$ cat src/rtl/irq_prio_ctrl.sv
// rtl/irq_prio_ctrl.sv - edge-latched, masked interrupt arbiter with a valid/ready grant port
// Fixed-priority (lowest index) or round-robin selection; one grant in flight at a time.
module irq_prio_ctrl #(
  parameter int N_CH = 9,
  parameter int ID_W = $clog2(N_CH),
  parameter int RR   = 0
) (
  input  logic            clk_i,
  input  logic            rst_ni,
  input  logic [N_CH-1:0] irq_req_i,
  input  logic [N_CH-1:0] irq_mask_i,
  input  logic            irq_ready_i,
  input  logic [N_CH-1:0] clr_ovr_i,
  output logic            irq_valid_o,
  output logic [ID_W-1:0] irq_id_o,
  output logic [N_CH-1:0] pending_o,
  output logic [N_CH-1:0] overrun_o
);

  localparam int IW1 = ID_W + 1;

  typedef enum logic {S_IDLE, S_PRESENT} state_e;

  state_e          state_q;
  logic [N_CH-1:0] req_q, pending_q, pending_d, overrun_q, overrun_d;
  logic [N_CH-1:0] edge_v, eligible, grant_clr;
  logic [ID_W-1:0] id_q, last_q, win_id;
  logic            win_found, accept;
  logic [IW1-1:0]  idx;

  assign edge_v    = irq_req_i & ~req_q;
  assign accept    = (state_q == S_PRESENT) & irq_ready_i;
  assign grant_clr = accept ? (N_CH'(1) << id_q) : '0;
  // A new edge in the accept cycle re-arms the channel and is not an overrun.
  assign pending_d = (pending_q & ~grant_clr) | edge_v;
  assign overrun_d = (overrun_q & ~clr_ovr_i) | (edge_v & pending_q & ~grant_clr);
  assign eligible  = pending_q & irq_mask_i;

  // idx carries one spare bit so last+1+k can be wrapped with a single subtract.
  always_comb begin
    win_found = 1'b0;
    win_id    = '0;
    idx       = '0;
    for (int k = 0; k < N_CH; k++) begin
      idx = (RR != 0) ? ({1'b0, last_q} + IW1'(k + 1)) : IW1'(k);
      if (idx >= IW1'(N_CH)) idx = idx - IW1'(N_CH);
      if (!win_found && eligible[idx[ID_W-1:0]]) begin
        win_found = 1'b1;
        win_id    = idx[ID_W-1:0];
      end
    end
  end

  always_ff @(posedge clk_i) begin
    if (!rst_ni) begin
      state_q   <= S_IDLE;
      req_q     <= '0;
      pending_q <= '0;
      overrun_q <= '0;
      id_q      <= '0;
      last_q    <= ID_W'(N_CH - 1);
    end else begin
      req_q     <= irq_req_i;
      pending_q <= pending_d;
      overrun_q <= overrun_d;
      case (state_q)
        S_IDLE: begin
          if (win_found) begin
            id_q    <= win_id;
            state_q <= S_PRESENT;
          end
        end
        S_PRESENT: begin
          if (irq_ready_i) begin
            last_q  <= id_q;
            state_q <= S_IDLE;
          end
        end
        default: state_q <= S_IDLE;
      endcase
    end
  end

  assign irq_valid_o = (state_q == S_PRESENT);
  assign irq_id_o    = id_q;
  assign pending_o   = pending_q;
  assign overrun_o   = overrun_q;

endmodule
$ cat config.mk
export PLATFORM = sky130hd
export DESIGN_NAME = irq_prio_ctrl
export DESIGN_NICKNAME = d
export VERILOG_FILES = /design/src/rtl/irq_prio_ctrl.sv
export SDC_FILE = /design/constraint.sdc
export NUM_CORES = 1
export LEC_CHECK = 0
export BUFFER_PORTS_ARGS = -buffer_cell sky130_fd_sc_hd__buf_2
export CAP_MARGIN = 20
export CORE_MARGIN = 3
export CORE_UTILIZATION = 45
export CTS_CLUSTER_SIZE = 30
export DETAILED_ROUTE_END_ITERATION = 7
export PLACE_DENSITY = 0.87
export SKIP_LAST_GASP = 1
export SYNTH_ARGS = -nofsm -noshare
export SYNTH_HDL_FRONTEND = slang
export SYNTH_SLANG_ARGS = --single-unit
$ cat constraint.sdc
create_clock -name clk_i -period 3 [get_ports clk_i]
set_input_delay 0.15 -clock clk_i [delete_from_list [all_inputs] [get_ports clk_i]]
set_output_delay 0.15 -clock clk_i [all_outputs]
set_load 0.03 [all_outputs]
==> results.toml, run 1 <==
[run_status]
status = "finished, final reports clean"

[sta]
worst_pin_slew_ns = 0.4382
skew_ns = 0.01117
max_slew_margin_pct = 70.79
finalCriticalPeriod_ns = 1.570
report.final.hold_viol_count = 0
timing.hold.ws_ns = 0.04098
slew_viol_final = 0
max_freq_mhz = 637.1
setup_viol = 0
rsz0062_at_grt = "no"
fin_setup_tns_ns = 0
min_period_over_period_pct = 52.32
fin_ws_ns = 1.430

[clock_network]
cts_setup_buffers = 0
cts_buffers = 5
cts_hold_buf = 0
root_buffer = "clkbuf_4"
cts_max_level = 2
cts.sinks = 32
cts_tree = "built"
post_cts_resized = 0
insertion_delay_ns = 0.32
cts.clk_slew.worst_paths_ns = 0.10
cts_buffer_depth = 2

[floorplanning]
die_h_um = 59.85
die-area_sq_um = 3582
die_w_um = 59.85
rows = 18
core_sq_um = 2613
ios = 53
start_util_pct = 49.95

[pwr]
powerDensity_nw_per_um2 = 542.1
p_leak_nw = 0.7373
vdd_drop_max_v = 0.0004200

[placed_design]
dp_hpwl_um = 2483
preCtsSetupSlack_ns = 1.507
place.port_buffers = 52
placed_area_sq_um = 1587
gp_congestion = 0.7607

[global_routing]
grt_usage_pct = 19.70
grt_pass1_vias = 1252
grt_first_pass_wirelength_um = 5271
grt_remaining_overflow = 0
grt_max_degree = 34
antenna_found_initial = 0

[synth]
ys_warn_count = 0
ys_seq_area_share_pct = 49.09
ys_ff_latch = 32
synth.top_cells.by_area = "dfxtp_1, and2_1, nand2b_1, a21boi_0, o22ai_1"
synth.cell_area_sq_um = 1305
syn_area_per_cell_sq_um = 9.255
post-synth-top-area-fraction_pct = 49.09
syn_inst = 141
synth_top_area_cell = "dfxtp_1"
synth.distinct_cells = 29
syn-num-nets = 171

[cells_and_area]
final_common_cell = "buf_2"
diodes = 0
fillers = 233
layout.nets = 226
final_util_pct = 62.50
final_layout_size_suffix_gt1_share_pct = 30.10
stdcell_area_sq_um = 1633
synthToLayoutAreaGrowth_pct = 25.12
mostFrequentLayoutCells = "buf_2, dfxtp_1, and2_1"

[drt]
ant_nets = 0
routed_wl_um = 3276
firstDrtPassIters = 4
wl_per_cell_um = 14.50
routed_via_density = 5.416
dr_total_vias = 1224
drtIter0Drc = 42
drc_errors = 0

[job]
maxCapViolCount = 0

[worst_setup_path]
start_kind = "flop"
required_ns = 3.22
crit_fanout = 11
crit_type = "reg2reg"
worstSetupEndpointType = "flop"
cp_data_arrival_time_ns = 1.79

[min_path]
holdCritPathClass = "in2reg"
==> critical path, cell delays in order, from the launching register on <==
cell	delay [ns]
dfxtp_1	0.52
nand4bb_1	0.27
o31ai_1	0.39
o22ai_1	0.12
and2_1	0.17
==> sequential cells by signal, summed over array words and instances, names as in the netlist <==
name         count
irq_valid_o      1
irq_id_o         4
overrun_o        9
req_q            9
pending_o        9
==> per-layer routing <==
| layer | up-vias | GRT usage, % | part of all wire (%) |
|---|---|---|---|
| met2 | 43 | 33.95 | 51 |
| li1 | 608 | - | - |
| met1 | 564 | 21.62 | 40 |
| met4 | 0 | 10.13 | 2.4 |
| met3 | 9 | 5.832 | 7.0 |
| met5 | - | 0 | 0 |
==> area by class of cell <==
type	count	area (sq um)	share of cell area, %
sequential	32	640.6	39.23
multi-input combinational	95	610.6	37.39
timing repair buffer	52	260.3	15.94
clock buffer	6	41.29	2.529
inverter	10	37.54	2.299
tap	30	37.54	2.299
clock inverter	1	5.005	0.3065
==> kinds of logic (layout without fill, tap and decap cells) <==
logic type	Yosys count	after routing	synth area share, %
mux	1	1	0.7670
flops	32	32	49.09
buf+inv	14	69	4.123
simple gates	49	49	22.15
compound gates	45	45	23.87
==> synth_stat cells <==
cell and count:
inv_1 10, nor2_1 2, nand2_1 9, o311a_1 1, mux2i_1 1, a32oi_1 2
o21ai_2 1, a211o_1 1, nand3_1 2, a21boi_0 9, o32ai_1 1, a21o_1 1
a22oi_1 4, or2b_1 1, nand4b_1 1, o21ai_0 8, o22ai_1 9, o311ai_0 1
and2_1 21, clkbuf_1 3, a21oi_1 1, o31ai_1 2, dfxtp_1 32, nand2b_1 11
buf_2 1, nand4bb_1 1, or4b_1 1, a31oi_1 3, a22o_1 1
==> stage by stage <==
| stage | power (mW) | cells |
|---|---|---|
| finish | 0.8851 | 226 |
| global placement | 0.6611 | 219 |
| detailed placement | 0.6693 | 219 |
| global route | 0.9347 | 226 |
| CTS | 0.8923 | 226 |
| floorplan | 0.6029 | 141 |
==> power by group <==
group	internal, mW	total (mW)	switching (mW)
Combinational	0.0706	0.181	0.110
Sequential	0.453	0.481	0.0278
Clock	0.0862	0.224	0.137
==> worst paths after layout <==
| check | start | endpoint | slack (ns) | cells after the start |
|---|---|---|---|---|
| min | irq_req_i[8] | req_q[8] | 0.04 | 2 |
| min reg2reg | pending_o[8] | pending_o[8] | 0.53 | 2 |
| max reg2reg | irq_valid_o | overrun_o[0] | 1.43 | 4 |
| max | irq_valid_o | overrun_o[0] | 1.43 | 4 |
Power figures use the tool's default switching activity.
==> run 2, diff against run 1 <==
--- a/config.mk
+++ b/config.mk
@@ -8,10 +8,10 @@
 export BUFFER_PORTS_ARGS = -buffer_cell sky130_fd_sc_hd__buf_2
 export CAP_MARGIN = 20
 export CORE_MARGIN = 3
-export CORE_UTILIZATION = 45
+export CORE_UTILIZATION = 42
 export CTS_CLUSTER_SIZE = 30
 export DETAILED_ROUTE_END_ITERATION = 7
-export PLACE_DENSITY = 0.87
+export PLACE_DENSITY = 0.86
 export SKIP_LAST_GASP = 1
 export SYNTH_ARGS = -nofsm -noshare
 export SYNTH_HDL_FRONTEND = slang
==> constraint.sdc (replaced) <==
create_clock -name clk_i -period 1.4 [get_ports clk_i]
set_input_delay 0.07 -clock clk_i [delete_from_list [all_inputs] [get_ports clk_i]]
set_output_delay 0.07 -clock clk_i [all_outputs]
set_load 0.03 [all_outputs]
==> run 2 against run 1 <==
Net effect:
- clock power is 93% higher
- non-clock buffer count is 16 higher
- die area is 6.4% higher
- register-to-register slack worse by 1.4 ns
- final cell count is 6.6% higher
==> results.toml, run 2 (synthesis results as in run 1) <==
[run_status]
status = "finished, final reports clean"

[worst_setup_path]
worstSetupEndpointType = "flop"
critPathSlowestCell = "or4b_1"
path_delay_family = "simple AND/OR/NAND/NOR gates"
critPathBufInv = 0
cp_data_arrival_time_ns = 1.58
crit_type = "reg2reg"
required_ns = 1.62
crit_fanout = 5
start_kind = "flop"
slowest_delay_ns = 0.54
path_cells = "or4b_1 > o21ai_2 > o22ai_1 > and2_1"
r2r_setup_slack_ns = 0.05

[floorplanning]
core_sq_um = 2853
die_w_um = 61.74
ios = 53
die-area_sq_um = 3812
die_h_um = 61.74
start_util_pct = 45.75
rows = 19

[sta]
max_slew_margin_pct = 77.66
skew_ns = 0.003150
rsz0062_at_grt = "yes"
finalCriticalPeriod_ns = 1.355
worst_pin_slew_ns = 0.3309
slew_viol_final = 0
fin_ws_ns = 0.04533
setup_viol = 0
report.final.hold_viol_count = 0
max_freq_mhz = 738.2
min_period_over_period_pct = 96.76

[cells_and_area]
multi_input_area_sq_um = 625.6
diodes = 0
final_common_cell = "buf_2"
regArea_sq_um = 646.9
final_layout_size_suffix_gt1_share_pct = 34.76
fillers = 256
synthToLayoutAreaGrowth_pct = 37.10
mostFrequentLayoutCells = "buf_2, dfxtp_1, and2_1"
layout.nets = 242

[placed_design]
dp_hpwl_um = 2355
gp_congestion = 0.8470
preCtsSetupSlack_ns = 0.04868
place.port_buffers = 52

[clock_network]
cts_buffer_depth = 2
insertion_delay_ns = 0.32
cts.sinks = 32
root_buffer = "clkbuf_4"
cts_buffers = 5
cts_tree = "built"
cts_max_level = 2
cts.clk_slew.worst_paths_ns = 0.08

[drt]
routed_via_density = 5.154
ant_nets = 0
firstDrtPassIters = 4
routed_wl_um = 3091
drtIter0Drc = 85
drc_errors = 0
dr_total_vias = 1242
wl_per_cell_um = 12.83

[pwr]
p_total_mw = 1.895
p_leak_nw = 0.8063
vdd_drop_max_v = 0.0005042
powerDensity_nw_per_um2 = 1059

[global_routing]
grt_usage_pct = 17.06
antenna_found_initial = 0
grt_pass1_vias = 1137
grt_remaining_overflow = 0
grt_first_pass_wirelength_um = 4609
grt_max_degree = 23

[min_path]
holdCritPathClass = "in2reg"

[job]
maxCapViolCount = 0
[run 2: cell types whose count changed in the layout (fill, tap and decap cells not counted), moves of 2 or more]
cell / change
a22oi_2: +2
a22oi_1: -2
buf_4: +7
dfxtp_2: +5
dfxtp_1: -5
o21ai_1: +4
o21ai_0: -4
dlygate4sd3_1: +9
[run 2: final cells by class]
class	count	share of cell area, %
inverters	10	2.098
repair buffers	68	22.52
clock buffers	5	2.098
flip-flops and latches	32	36.15
well taps	31	2.168
multi-input cells	95	34.96
[run 2: worst min-delay path: cells and delay by family]
kind / cells / cell delay (ns)
buffers and inverters: 1 / 0.07
AO/OA/AOI/OAI: 1 / 0.05
AND/OR/NAND/NOR: 1 / 0.14
[run 2: final timing paths]
check	cells past startpoint	to	start
setup / recovery	4	overrun_o[8]	irq_id_o[0]
hold / removal	3	overrun_o[7]	clr_ovr_i[7]
setup reg to reg	4	overrun_o[8]	irq_id_o[0]
hold reg to reg	2	pending_o[8]	pending_o[8]
[run 2: power by group]
part / switching [mW] / total, mW / leakage, nW / internal (mW)
combinational: 0.254 / 0.447 / 0.517 / 0.193
clock: 0.265 / 0.432 / 0.0230 / 0.167
sequential: 0.0431 / 1.02 / 0.266 / 0.974
total: 0.562 / 1.90 / 0.806 / 1.33
[run 2: metal layers]
layer	part of all wire, %	track usage (%)	vias up
li1	-	-	637
met1	43	18.96	554
met2	47	27.50	42
met3	6.8	6.818	9
met4	3.4	10.00	0
met5	0	0	-
[run 2: what timing repair did]
action,in CTS,in global routing
endpoints found under the setup margin,0,6
hold buffers,9,0
hold endpoints to repair,9,0
setup buffers,0,0
resized for setup,0,7
[run 2: through the flow]
| step | instance area [sq um] | std cells | utilization [%] | hold slack (ns) | TNS, ns |
|---|---|---|---|---|---|
| after floorplan | 1311 | 141 | - | 0.1917 | 0 |
| after global placement | 1647 | 227 | 57.72 | 0.2915 | 0 |
| after detailed placement | 1647 | 227 | 57.72 | 0.2926 | 0 |
| after CTS | 1774 | 241 | 62.19 | 0.04467 | 0 |
| after global routing | 1789 | 241 | 62.72 | 0.03824 | -0.04300 |
| final | 1789 | 241 | 62.72 | 0.06291 | 0 |
